[src/rtl/seg_scan.sv]
// Binary-to-BCD display stage: sequential double-dabble conversion feeding a
// time-multiplexed, active-low 4-digit common-anode 7-segment driver.
module seg_scan #(
  parameter int width    = 4,
  parameter int scan_div = 50000,
  parameter bit blank_lz = 1'b1
) (
  input  logic             sys_clk,
  input  logic             sys_rst_n,
  input  logic [width-1:0] cnt_in,
  output logic [7:0]       seg,
  output logic [3:0]       sel,
  output logic [15:0]      bcd,
  output logic             bcd_vld
);

  localparam int               div_w     = $clog2(scan_div);
  localparam logic [div_w-1:0] div_last  = div_w'(scan_div - 1);
  localparam logic [3:0]       iter_last = 4'(width - 1);

  typedef enum logic [1:0] {
    IDLE  = 2'd0,
    SHIFT = 2'd1,
    DONE  = 2'd2
  } state_t;

  state_t             state_r, state_s;
  logic               start_s;
  logic               first_r;
  logic [width-1:0]   bin_r, last_r;
  logic [15:0]        acc_r, adj_s, disp_r;
  logic [3:0]         iter_r;
  logic               vld_r;
  logic [div_w-1:0]   div_r;
  logic [1:0]         idx_r;
  logic [3:0]         nib_s;
  logic               blank_s;
  logic [7:0]         seg_r;
  logic [3:0]         sel_r;

  function automatic logic [15:0] dabble_adj(input logic [15:0] v);
    logic [15:0] r;
    r = 16'h0000;
    for (int k = 0; k < 4; k++) begin
      r[k*4 +: 4] = (v[k*4 +: 4] >= 4'd5) ? (v[k*4 +: 4] + 4'd3) : v[k*4 +: 4];
    end
    return r;
  endfunction

  function automatic logic [7:0] seg_decode(input logic [3:0] n);
    logic [7:0] p;
    case (n)
      4'd0:    p = 8'hC0;
      4'd1:    p = 8'hF9;
      4'd2:    p = 8'hA4;
      4'd3:    p = 8'hB0;
      4'd4:    p = 8'h99;
      4'd5:    p = 8'h92;
      4'd6:    p = 8'h82;
      4'd7:    p = 8'hF8;
      4'd8:    p = 8'h80;
      4'd9:    p = 8'h90;
      default: p = 8'hBF;
    endcase
    return p;
  endfunction

  // Conversion FSM next-state; a forced first conversion runs after reset
  always_comb begin
    state_s = state_r;
    start_s = 1'b0;
    adj_s   = dabble_adj(acc_r);
    case (state_r)
      IDLE: begin
        if (first_r || (cnt_in != last_r)) begin
          start_s = 1'b1;
          state_s = SHIFT;
        end else begin
          state_s = IDLE;
        end
      end
      SHIFT: begin
        if (iter_r == iter_last) begin
          state_s = DONE;
        end else begin
          state_s = SHIFT;
        end
      end
      DONE:    state_s = IDLE;
      default: state_s = IDLE;
    endcase
  end

  // Conversion FSM state register
  always_ff @(posedge sys_clk or negedge sys_rst_n) begin
    if (!sys_rst_n) begin
      state_r <= IDLE;
    end else begin
      state_r <= state_s;
    end
  end

  // Double-dabble datapath; the display register only changes in DONE
  always_ff @(posedge sys_clk or negedge sys_rst_n) begin
    if (!sys_rst_n) begin
      first_r <= 1'b1;
      bin_r   <= {width{1'b0}};
      last_r  <= {width{1'b0}};
      acc_r   <= 16'h0000;
      iter_r  <= 4'd0;
      disp_r  <= 16'h0000;
      vld_r   <= 1'b0;
    end else begin
      vld_r <= 1'b0;
      if (start_s) begin
        bin_r   <= cnt_in;
        last_r  <= cnt_in;
        acc_r   <= 16'h0000;
        iter_r  <= 4'd0;
        first_r <= 1'b0;
      end else if (state_r == SHIFT) begin
        acc_r  <= {adj_s[14:0], bin_r[width-1]};
        bin_r  <= bin_r << 1'b1;
        iter_r <= iter_r + 4'd1;
      end else if (state_r == DONE) begin
        disp_r <= acc_r;
        vld_r  <= 1'b1;
      end
    end
  end

  // Scan divider and digit index
  always_ff @(posedge sys_clk or negedge sys_rst_n) begin
    if (!sys_rst_n) begin
      div_r <= {div_w{1'b0}};
      idx_r <= 2'd0;
    end else if (div_r == div_last) begin
      div_r <= {div_w{1'b0}};
      idx_r <= idx_r + 2'd1;
    end else begin
      div_r <= div_r + div_w'(1);
    end
  end

  // Digit select and leading-zero blanking (ones digit is never blanked)
  always_comb begin
    nib_s   = 4'h0;
    blank_s = 1'b0;
    case (idx_r)
      2'd0: begin
        nib_s   = disp_r[3:0];
        blank_s = 1'b0;
      end
      2'd1: begin
        nib_s   = disp_r[7:4];
        blank_s = blank_lz && (disp_r[15:4] == 12'h000);
      end
      2'd2: begin
        nib_s   = disp_r[11:8];
        blank_s = blank_lz && (disp_r[15:8] == 8'h00);
      end
      2'd3: begin
        nib_s   = disp_r[15:12];
        blank_s = blank_lz && (disp_r[15:12] == 4'h0);
      end
      default: begin
        nib_s   = 4'h0;
        blank_s = 1'b0;
      end
    endcase
  end

  // Registered segment/select outputs
  always_ff @(posedge sys_clk or negedge sys_rst_n) begin
    if (!sys_rst_n) begin
      seg_r <= 8'hFF;
      sel_r <= 4'hF;
    end else begin
      seg_r <= blank_s ? 8'hFF : seg_decode(nib_s);
      sel_r <= ~(4'b0001 << idx_r);
    end
  end

  assign seg     = seg_r;
  assign sel     = sel_r;
  assign bcd     = disp_r;
  assign bcd_vld = vld_r;

endmodule

[config.mk]
export PLATFORM = sky130hd
export DESIGN_NAME = seg_scan
export DESIGN_NICKNAME = d
export VERILOG_FILES = /design/src/rtl/seg_scan.sv
export SDC_FILE = /design/constraint.sdc
export NUM_CORES = 1
export LEC_CHECK = 0
export CORE_AREA = 2 2 101 103
export CTS_CLUSTER_DIAMETER = 100
export CTS_CLUSTER_SIZE = 24
export DETAILED_ROUTE_END_ITERATION = 16
export DIE_AREA = 0 0 103 105
export GPL_TIMING_DRIVEN = 0
export HOLD_SLACK_MARGIN = 0.12
export PLACE_DENSITY = 0.69
export SLEW_MARGIN = 20
export SYNTH_ARGS = -nofsm -noshare
export SYNTH_HDL_FRONTEND = slang
export SYNTH_SLANG_ARGS = --single-unit
[constraint.sdc]
create_clock -name sys_clk -period 2.31 [get_ports sys_clk]
set_clock_uncertainty 0.05 [all_clocks]
set_input_delay 0.462 -clock sys_clk [delete_from_list [all_inputs] [get_ports sys_clk]]
set_output_delay 0.462 -clock sys_clk [all_outputs]
set_load 0.02 [all_outputs]
==> results.toml <==
[floorplan]
core_area_sq_um = 9640
initial_core_util_pct = 39.1
die-area_sq_um = 10800
boundaryPins = 35
die_y_microns = 105
row_count = 36
die_w_microns = 103

[cells_and_area]
seq_area_sq_um = 1940
multi_input_comb_area_sq_um = 1660
fillers = 924
final_nets = 422
layout-drive-gt1-share_pct = 14.6
final_area_sq_um = 4490
area_delta_synth_final_pct = 19.3
num_antenna_cells = 0

[logic_synthesis]
synth_commonest_cells = "dfrtp_1 (65), inv_1 (30), nand2_1 (29), o21ai_0 (26), nor2_1 (23)"
ys.flop_type = "dfrtp_1"
synth.most_common_cell = "dfrtp_1"
synth-seq-cells = 77
yosysTopAreaCellShare_pct = 43.2
synth_area_sq_um = 3770
synthMuxAreaShare_pct = 6.04
synth_compound_area_share_pct = 13.9
ys_seq_area_share_pct = 51.5
avgSynthCellArea_sq_um = 10.7
syn-num-nets = 376
yosys.area_share.simple_pct = 12.0
ys_warn_count = 0
syn_inst = 352
synthTopCellsByArea = "dfrtp_1 (43%), dfstp_2 (8.4%), ha_1 (6.0%), a22o_1 (4.4%), xnor2_1 (4.2%)"
synth_xor_area_share_pct = 5.81
synth-edff-count = 0
synth_fa_ha_area_share_pct = 5.98
yosysTopAreaCell = "dfrtp_1"
synth_top_family_by_area = "compound AO/OA/AOI/OAI gates"
async_flop_share_pct = 100
ys_types = 49

[hold_path]
hold-path-cell-count = 1
hp-class = "flop to flop"
holdPathEnd = "div_r[0]"
worstHoldStart = "div_r[0]"

[run]
maxCapViolations = 0

[power]
p_leak_nw = 2.01
peakVddDrop_uv = 553
p_per_area_nw_per_um2 = 1150

[timing]
max_freq_mhz = 449
fin_crit_sh_pct = 96.4
min_period_ns = 2.23
fin_ws_ns = 0.0832
worst_slew_pin_slew_ns = 0.616
setup_viol = 0
relSlewSlack_pct = 57.8
hold_violations = 0
drv_slew = 0

[global_routing]
grt.overflow.total = 0
antenna_found_initial = 0
grt_pass1_wl_microns = 12400
grt_use_total_pct = 14.4
grt_pass1_vias = 2604
grt_max_degree = 48

[setup_path]
startpoint_type = "flop"
crit_top_cell = "inv_1"
crit_required_ns = 2.51
crit_arrival_ns = 2.42
reg2reg_slack_ns = 0.08
crit_path_max_fanout = 6
endpoint_kind = "flop"
cp_cell_sequence = "inv_1 > ha_1 > a222oi_1 > mux2i_4 > inv_1 > ha_1 > inv_1 > o311ai_1"
slowest_delay_ns = 0.53
reg2reg_to = "seg[2]"
ff2ff_path_depth = 8
r2r-start = "idx_r[1]"
critPathKind = "flop to flop"
worst_path_max_delay_cell = "a222oi_1"

[clock_tree]
clockBufferDepth = 2
cts_root_buf = "clkbuf_8"
cts_setup_buffers = 0
cts_made_buffers = 9
cts_tree = "yes"
ctsHtreeMaxLevel = 3
clk_latency_ns = 0.35
cts_num_sinks = 77
path_clk_slew_ns = 0.09

[placed_design]
dp_slack_ns = 0.0296
place_congestion = 0.816
place_hpwl_microns = 5270
dpl-instance-area_sq_um = 4290
port_buffers = 33

[route]
drc = 0
drtPass1Iterations = 4
drt_wl_total_microns = 7310
drt_iter0_markers = 102
wl_per_cell_microns = 13.6
vias_per_cell = 5.06
vias = 2712
ant_nets = 0

[outcome]
outcome = "finished, final reports clean"
## worst max-delay path by stage
stage,cells past startpoint,end,slack [ns],startpoint
2_1_floorplan,9,seg[3],0.29,idx_r[0]
3_3_place_gp,1,last_r[0],-1.92,sys_rst_n
3_5_place_dp,9,seg[3],0.03,idx_r[0]
4_1_cts,9,seg[3],0.01,idx_r[0]
5_1_grt,8,seg[2],-0.05,idx_r[1]
6_report,8,seg[2],0.08,idx_r[1]
## what timing repair did
item,CTS,global route
setup endpoints to repair,0,3
gates resized for setup,0,4
hold buffers,1,0
hold endpoints to repair,25,0
## registers in the layout (all words and copies together), names as in the netlist
signal / flops
div_r: 16
last_r: 4
bcd: 16
first_r: 1
iter_r: 4
state_r: 2
sel: 4
bin_r: 4
seg: 7
acc_r: 16
idx_r: 2
bcd_vld: 1
## placed cells by master, fill, tap and decap left out, types with 7 or more instances in the layout
| cell | n |
|---|---|
| nor2_1 | 23 |
| xor2_1 | 7 |
| dfrtp_1 | 65 |
| inv_1 | 30 |
| nand3_1 | 8 |
| ha_1 | 18 |
| buf_2 | 7 |
| a21oi_1 | 7 |
| mux2_2 | 13 |
| a22o_1 | 19 |
| dfstp_2 | 12 |
| clkdlybuf4s50_1 | 32 |
| xnor2_1 | 18 |
| o21ai_0 | 26 |
| nand2_1 | 29 |
| clkbuf_8 | 9 |
## metal layers
layer  track usage (%)  part of all wire, %  vias to the layer above
li1                  -                    -                     1326
met1              19.0                   47                     1333
met2              23.4                   49                       46
met3              3.61                  2.9                        7
met4              3.85                  1.3                        0
met5                 0                    0                        -
## power breakdown
| part | internal (W) | total (W) | switching [W] |
|---|---|---|---|
| sequential | 0.00176 | 0.00211 | 0.000350 |
| clock | 0.000403 | 0.000943 | 0.000540 |
| combinational | 0.00101 | 0.00213 | 0.00112 |
| total | 0.00318 | 0.00519 | 0.00201 |
## worst max-delay path, delay by kind of cell, from the launching register on
family          cells  cell delay, ns
compound gates      2            0.83
fa+ha+maj           2            0.43
buf+inv             3            0.24
flops               1            0.39
mux                 1            0.17
## area by class of cell
| class | count | area share (%) |
|---|---|---|
| sequential | 77 | 43.2 |
| multi-input combinational | 232 | 37.0 |
| timing repair buffer | 35 | 8.13 |
| tap | 133 | 3.70 |
| clock buffer | 9 | 2.76 |
| inverter | 31 | 2.59 |
| clock inverter | 7 | 1.28 |
| buffer | 12 | 1.28 |
## cell families (layout without fill, tap and decap cells)
| kind of cell | count (synthesis) | after routing |
|---|---|---|
| compound gates | 74 | 74 |
| xor+xnor | 25 | 25 |
| fa+ha+maj | 18 | 18 |
| buf+inv | 43 | 94 |
| flops | 77 | 77 |
| mux | 21 | 21 |
| other cells | 1 | 1 |
| simple gates | 93 | 93 |
## through the flow
| step | hold slack [ns] | total power (W) | utilization, % | setup TNS, ns | instances |
|---|---|---|---|---|---|
| floorplan | 0.116 | 0.00354 | - | 0 | 352 |
| global placement | 0.421 | 0.00417 | 44.2 | -137.27 | 518 |
| detailed placement | 0.383 | 0.00425 | 44.5 | 0 | 519 |
| CTS | 0.439 | 0.00521 | 46.5 | 0 | 536 |
| global route | 0.453 | 0.00555 | 46.6 | -0.0957 | 536 |
| finish | 0.438 | 0.00519 | 46.6 | 0 | 536 |
No activity file was read; power rests on OpenSTA's default activity.
